===== config.mk =====
export PLATFORM = sky130hd
export DESIGN_NAME = mem_stage_ctrl
export DESIGN_NICKNAME = d
export VERILOG_FILES = /design/src/rtl/wisc_mem_pkg.sv /design/src/rtl/dff_ar.sv /design/src/rtl/mem_wait_ctr.sv /design/src/rtl/mem_stage_ctrl.sv
export SDC_FILE = /design/constraint.sdc
export NUM_CORES = 1
export LEC_CHECK = 0
export ABC_AREA = 1
export BUFFER_PORTS_ARGS = -buffer_cell sky130_fd_sc_hd__buf_2
export CAP_MARGIN = 10
export CORE_ASPECT_RATIO = 1.1
export CORE_MARGIN = 4
export CORE_UTILIZATION = 48
export DETAILED_ROUTE_END_ITERATION = 7
export PLACE_DENSITY_LB_ADDON = 0.2
export SYNTH_ARGS = -nofsm -noshare
export SYNTH_HDL_FRONTEND = slang
export SYNTH_SLANG_ARGS = --single-unit

===== constraint.sdc =====
create_clock -name clk -period 3.1 [get_ports clk]
set_input_delay 0.155 -clock clk [delete_from_list [all_inputs] [get_ports clk]]
set_output_delay 0.155 -clock clk [all_outputs]
set_load 0.03 [all_outputs]

===== src/rtl/wisc_mem_pkg.sv =====
// Shared types for the WISC memory stage.
// Holds the FSM encoding, write-back selects and the request holding bundle.
package wisc_mem_pkg;

  typedef enum logic {
    S_IDLE = 1'b0,
    S_WAIT = 1'b1
  } mem_state_e;

  localparam logic [1:0] WB_MEM = 2'b00;
  localparam logic [1:0] WB_ALU = 2'b01;
  localparam logic [1:0] WB_PC  = 2'b10;
  localparam logic [1:0] WB_IMM = 2'b11;

  localparam int TIMEOUT_DEF = 15;

  typedef struct packed {
    logic [15:0] addr;
    logic [15:0] data;
    logic        wr;
    logic        rd;
    logic [1:0]  sel;
    logic [15:0] alu;
    logic [15:0] pc;
    logic [15:0] imm;
    logic        rw;
    logic [2:0]  wreg;
  } mem_hold_t;

  function automatic logic [15:0] wb_mux(
    input logic [1:0]  sel,
    input logic [15:0] mem,
    input logic [15:0] alu,
    input logic [15:0] pc,
    input logic [15:0] imm
  );
    logic [15:0] r;
    r = mem;
    unique case (sel)
      WB_MEM: r = mem;
      WB_ALU: r = alu;
      WB_PC:  r = pc;
      WB_IMM: r = imm;
    endcase
    return r;
  endfunction

endpackage


===== src/rtl/dff_ar.sv =====
// Codebase D flip-flop cell, asynchronous active-high reset variant.
// Used for the M2W pipeline register.
module dff_ar #(
  parameter int W = 1
) (
  input  logic         clk,
  input  logic         rst,
  input  logic [W-1:0] d,
  output logic [W-1:0] q
);

  always_ff @(posedge clk or posedge rst) begin
    if (rst) q <= '0;
    else     q <= d;
  end

endmodule


===== src/rtl/mem_wait_ctr.sv =====
// 8-bit memory wait counter with clear, enable and terminal count.
// tc fires when the count equals TIMEOUT-1.
module mem_wait_ctr #(
  parameter int TIMEOUT = 15
) (
  input  logic clk,
  input  logic rst,
  input  logic clr,
  input  logic en,
  output logic tc
);

  logic [7:0] cnt_q, cnt_d;

  always_comb begin
    cnt_d = cnt_q;
    if (clr)     cnt_d = '0;
    else if (en) cnt_d = cnt_q + 8'd1;
  end

  always_ff @(posedge clk or posedge rst) begin
    if (rst) cnt_q <= '0;
    else     cnt_q <= cnt_d;
  end

  assign tc = (cnt_q == 8'(TIMEOUT - 1));

endmodule


===== src/rtl/mem_stage_ctrl.sv =====
// WISC memory-stage controller: memory handshake, stall, WB select
// and the M2W pipeline register.
import wisc_mem_pkg::*;

module mem_stage_ctrl #(
  parameter int TIMEOUT = TIMEOUT_DEF
) (
  input  logic        clk,
  input  logic        rst,
  input  logic [15:0] aluOutM,
  input  logic [15:0] wrtDataM,
  input  logic        memWrtM,
  input  logic        readEnM,
  input  logic [1:0]  wbDataSelM,
  input  logic [15:0] aluFinalM,
  input  logic [15:0] addPCM,
  input  logic [15:0] imm8M,
  input  logic        regWrtM,
  input  logic [2:0]  wrtRegM,
  output logic [15:0] memAddr,
  output logic [15:0] memData,
  output logic        memRd,
  output logic        memWr,
  input  logic [15:0] memRdData,
  input  logic        memDone,
  output logic        stallM,
  output logic [15:0] wbDataW,
  output logic        regWrtW,
  output logic [2:0]  wrtRegW,
  output logic        errM
);

  mem_state_e  state_q, state_d;
  mem_hold_t   hold_q, hold_d, cur;
  logic        err_q, err_d;
  logic        req, tc, in_wait;
  logic [15:0] wb_d;
  logic        rw_d;
  logic [2:0]  wr_d;

  assign cur = '{addr: aluOutM, data: wrtDataM,
                 wr: memWrtM, rd: readEnM & ~memWrtM,
                 sel: wbDataSelM, alu: aluFinalM,
                 pc: addPCM, imm: imm8M,
                 rw: regWrtM, wreg: wrtRegM};

  assign req     = memWrtM | readEnM;
  assign in_wait = (state_q == S_WAIT);
  assign errM    = err_q;

  mem_wait_ctr #(.TIMEOUT(TIMEOUT)) u_ctr (
    .clk (clk),
    .rst (rst),
    .clr (~in_wait),
    .en  (in_wait),
    .tc  (tc)
  );

  always_comb begin
    state_d = state_q;
    hold_d  = hold_q;
    err_d   = err_q;
    wb_d    = wbDataW;
    rw_d    = 1'b0;
    wr_d    = wrtRegW;
    memAddr = cur.addr;
    memData = cur.data;
    memWr   = cur.wr;
    memRd   = cur.rd;
    stallM  = 1'b0;
    unique case (state_q)
      S_IDLE: begin
        if (memWrtM && readEnM) err_d = 1'b1;
        if (!req || memDone) begin
          wb_d = wb_mux(cur.sel, memRdData,
                        cur.alu, cur.pc, cur.imm);
          rw_d = cur.rw;
          wr_d = cur.wreg;
        end else begin
          stallM  = 1'b1;
          hold_d  = cur;
          state_d = S_WAIT;
        end
      end
      S_WAIT: begin
        memAddr = hold_q.addr;
        memData = hold_q.data;
        memWr   = hold_q.wr;
        memRd   = hold_q.rd;
        if (memDone) begin
          wb_d = wb_mux(hold_q.sel, memRdData,
                        hold_q.alu, hold_q.pc, hold_q.imm);
          rw_d    = hold_q.rw;
          wr_d    = hold_q.wreg;
          state_d = S_IDLE;
        end else if (tc) begin
          // abandon the access; the slot leaves as a bubble
          err_d   = 1'b1;
          state_d = S_IDLE;
        end else begin
          stallM = 1'b1;
        end
      end
    endcase
    // reset must drop any request the same instant it asserts
    if (rst) begin
      memWr  = 1'b0;
      memRd  = 1'b0;
      stallM = 1'b0;
    end
  end

  always_ff @(posedge clk or posedge rst) begin
    if (rst) begin
      state_q <= S_IDLE;
      hold_q  <= '0;
      err_q   <= 1'b0;
    end else begin
      state_q <= state_d;
      hold_q  <= hold_d;
      err_q   <= err_d;
    end
  end

  dff_ar #(.W(16)) u_wb (.clk(clk), .rst(rst), .d(wb_d), .q(wbDataW));
  dff_ar #(.W(1))  u_rw (.clk(clk), .rst(rst), .d(rw_d), .q(regWrtW));
  dff_ar #(.W(3))  u_wr (.clk(clk), .rst(rst), .d(wr_d), .q(wrtRegW));

endmodule


==> key figures <==
Timing
  – Tcrit/Tclk final: roughly 86%
  – Rel. slew slack: around two fifths
  – Setup ws final: about 420 ps
  – Setup total negative slack: 0 ps
  – Fin crit period: around 2700 ps
  – Unrepaired setup endpoints after global routing: false
  – Max Clk Rate: about 370 MHz
  – Hold Fails Final Rpt: 0
  – Measured slew at the worst slew-check pin: approximately 910 ps
  – Max-slew violations: 0
  – Final setup viols: 0
  – Clk_skew: between 7 and 8 ps

Power and ir drop
  – Leakage: approximately 4.5 nW
  – Seq pwr share: a little over a third
  – Internal power: around 4.2 mW
  – PwrDens: just over 800 nW/µm²
  – Power share of the combinational group: 32.9%
  – Switching power: approximately 2.5 mW
  – Sw Ratio: 37.62%
  – Worst VDD drop: 0.5541 mV
  – Clock share of power: 31.9%

Critical path
  – Worst path bufs/invs: 4
  – Worst EP arrival: 2520 ps
  – Critical-path maximum fanout: 80
  – Crit path from: in_wait
  – Highest cell delay on the worst timing path: roughly 610 ps
  – Startpoint Class: flop
  – FF-to-FF path depth: 5
  – Critical Path RT: between 2000 and 3000 ps
  – CP max stage cell: buf_4
  – Crit Path Class: reg2out
  – FF-to-FF setup slack: ~800 ps
  – CP Cell Sequence: buf_4, nand2_1, nand2_1, buf_4, inv_1, nand2_1, nor2_1, buf_2
  – Critical Path Most Common Cell: nand2_1
  – Critical path's top delay family: buffers and inverters
  – Worst reg2reg path startpoint: in_wait
  – CP Capture Type: primary output
  – Reg2reg end: hold_q[41]

Global routing
  – M1 GR Usage: ~32%
  – Gr ovfl total: 0
  – Antenna violations before repair: 0
  – GR Layer Usage met3: 7.681%
  – Total Routing Usage GR: a little over a quarter
  – First-pass GRT wire length: 30.28 mm
  – Met2 usage: about 43%
  – GR peak layer: met2
  – Vias in the first global route: 6,280
  – Largest net degree at the start of global routing: 81

Floorplanning
  – FP Rows: 43
  – Chip width: ~120 µm
  – Starting Density: between 40% and 50%
  – DIE AREA: 14,740 µm²
  – IO Pins: between 150 and 200
  – Vert. Die Dim: 126.9 µm
  – Core Area: 12,590 µm²

Synth
  – Asr flop ratio synth: 100.0%
  – Synth cell types: 21
  – Synth Flop Type: dfrtp_1
  – Ys Warns: 0
  – Syn Inst Count: about 860
  – Syn nets: approximately 970
  – Sequential-to-total area share from yosys stat: a little under half
  – Synthesized area: a little over 6000 µm²
  – Avg Cell Area, Syn: approximately 7.2 µm²
  – Number of synthesized register bits: roughly 120
  – Number of flops mapped to enable cells by yosys: 0

Final layout
  – Share of cells above drive strength 1: between 10% and 20%
  – Antenna cells: 0
  – Final nets: ~1,200
  – Area delta synth->final: 35.20%

CTS
  – Insertion delay to the later sink of the worst-skew pair: around 420 ps
  – Post-CTS setup buffer count: 0
  – Post-CTS resize count: 0
  – Clk sinks: between 100 and 150
  – Hold Buf Count CTS: ~70
  – CTS tree: done
  – TritonCTS Buffers: 17
  – Clk buf depth: 2
  – CTS Root Cell: clkbuf_16
  – Worst-path clk slew: approximately 50 ps
  – CTS HTree Levels: 4

Outcome
  – Outcome: complete, no violations

Flow run
  – Max-cap violations: 0

Route
  – WL per Instance: between 15 and 20 µm
  – # DRC: 0
  – Drt first-iter violations: 611
  – DR vias/cell: ~5.1
  – Routed vias: 6,354
  – Routed wire length: ~19 mm
  – Post-DRT Antenna Nets: 0
  – TritonRoute pass-1 iters: 5

Min path
  – Worst Hold Launch: wrtRegM[1]
  – Hold Crit Depth: 3
  – Hold WC Path Type: in2reg
  – Worst Hold End: hold_q[1]

Place
  – IO Port Bufs: approximately 160
  – GP Congestion: 0.8687
  – Hpwl dp: approximately 12 mm
  – Post-place setup slack: 815.3 ps
[flip-flops by register name, summed over array words and instances, names as in the netlist]
signal,cells
u_wr.q,3
in_wait,1
errM,1
u_rw.q,1
hold_q,88
u_wb.q,16
u_ctr.cnt_q,8
[layout make-up]
cell class / instances / area (µm²)
fillers: 1057 / 4247
flip-flops and latches: 118 / 2954
multi-input cells: 612 / 2660
repair buffers: 240 / 1599
clock buffers: 24 / 501.7
inverters: 76 / 289.0
well taps: 157 / 196.4
clock inverters: 8 / 142.6
[metrics by stage]
step	instances	area (µm²)	power [mW]	hold slack [ps]	util [%]
2_1_floorplan	856	6175	3.875	264.6	-
3_3_place_gp	1132	6988	4.484	365.2	55.51
3_5_place_dp	1132	6988	4.518	370.4	55.51
4_1_cts	1235	8343	6.747	1.783	66.27
5_1_grt	1235	8343	7.139	35.41	66.27
6_report	1235	8343	6.711	10.26	66.27
[logic make-up after synthesis]
family / Yosys count / synth area share [%]
compound gates: 153 / 13.10
fa+ha+maj: 2 / 0.4055
buf+inv: 126 / 9.043
flops: 118 / 47.85
simple gates: 457 / 29.60
[layout by cell type (no fill, tap or decap), drive strengths merged]
master	instances
a211oi	1
a21oi	40
buf	169
bufinv	4
clkbuf	24
clkinv	3
clkinvlp	2
dfrtp	118
dlygate4sd3	71
ha	2
inv	75
nand2	378
nand3	66
nor2	10
nor3	3
o211ai	3
o21ai	96
o21bai	13
[worst min-delay path: cells and delay by family]
family,cells,cell delay [ps]
AO/OA/AOI/OAI,1,80
buffers and inverters,2,160
[routing by layer]
| metal | vias up | wire, µm | part of all wire [%] |
|---|---|---|---|
| met1 | 2918 | 7435 | 40 |
| met5 | - | 0 | 0 |
| met3 | 50 | 1550 | 8.3 |
| met2 | 265 | 9034 | 48 |
| met4 | 0 | 616 | 3.3 |
| li1 | 3121 | - | - |
[power by group through the flow]
| stage | clock (mW) | sequential [mW] | combinational, mW |
|---|---|---|---|
| 2_1_floorplan | 0 | 2.49 | 1.38 |
| 3_3_place_gp | 0 | 2.38 | 2.10 |
| 3_5_place_dp | 0 | 2.38 | 2.14 |
| 4_1_cts | 2.17 | 2.37 | 2.21 |
| 5_1_grt | 2.25 | 2.42 | 2.47 |
| 6_report | 2.14 | 2.37 | 2.21 |
[synthesized netlist by cell type (8+ instances only)]
| cell type | number | area share [%] |
|---|---|---|
| o21ai_0 | 96 | 7.8 |
| nand3_1 | 65 | 5.3 |
| inv_2 | 9 | 0.55 |
| dfrtp_1 | 118 | 48 |
| buf_4 | 11 | 1.3 |
| buf_2 | 23 | 1.9 |
| inv_1 | 67 | 4.1 |
| nand2_1 | 377 | 23 |
| a21oi_1 | 40 | 3.2 |
| clkbuf_1 | 14 | 0.85 |
| nor2_1 | 8 | 0.49 |
| o21bai_1 | 13 | 1.6 |
[worst max path at each step]
stage             endpoint  slack, ps  cells after the start
3_3_place_gp    hold_q[37]        860                      4
5_1_grt             stallM        200                      8
3_5_place_dp    hold_q[37]        820                      4
4_1_cts             stallM        400                      8
2_1_floorplan  memData[11]       1400                      4
6_report            stallM        420                      8
Note: power is estimated with default switching activity, not from simulation.
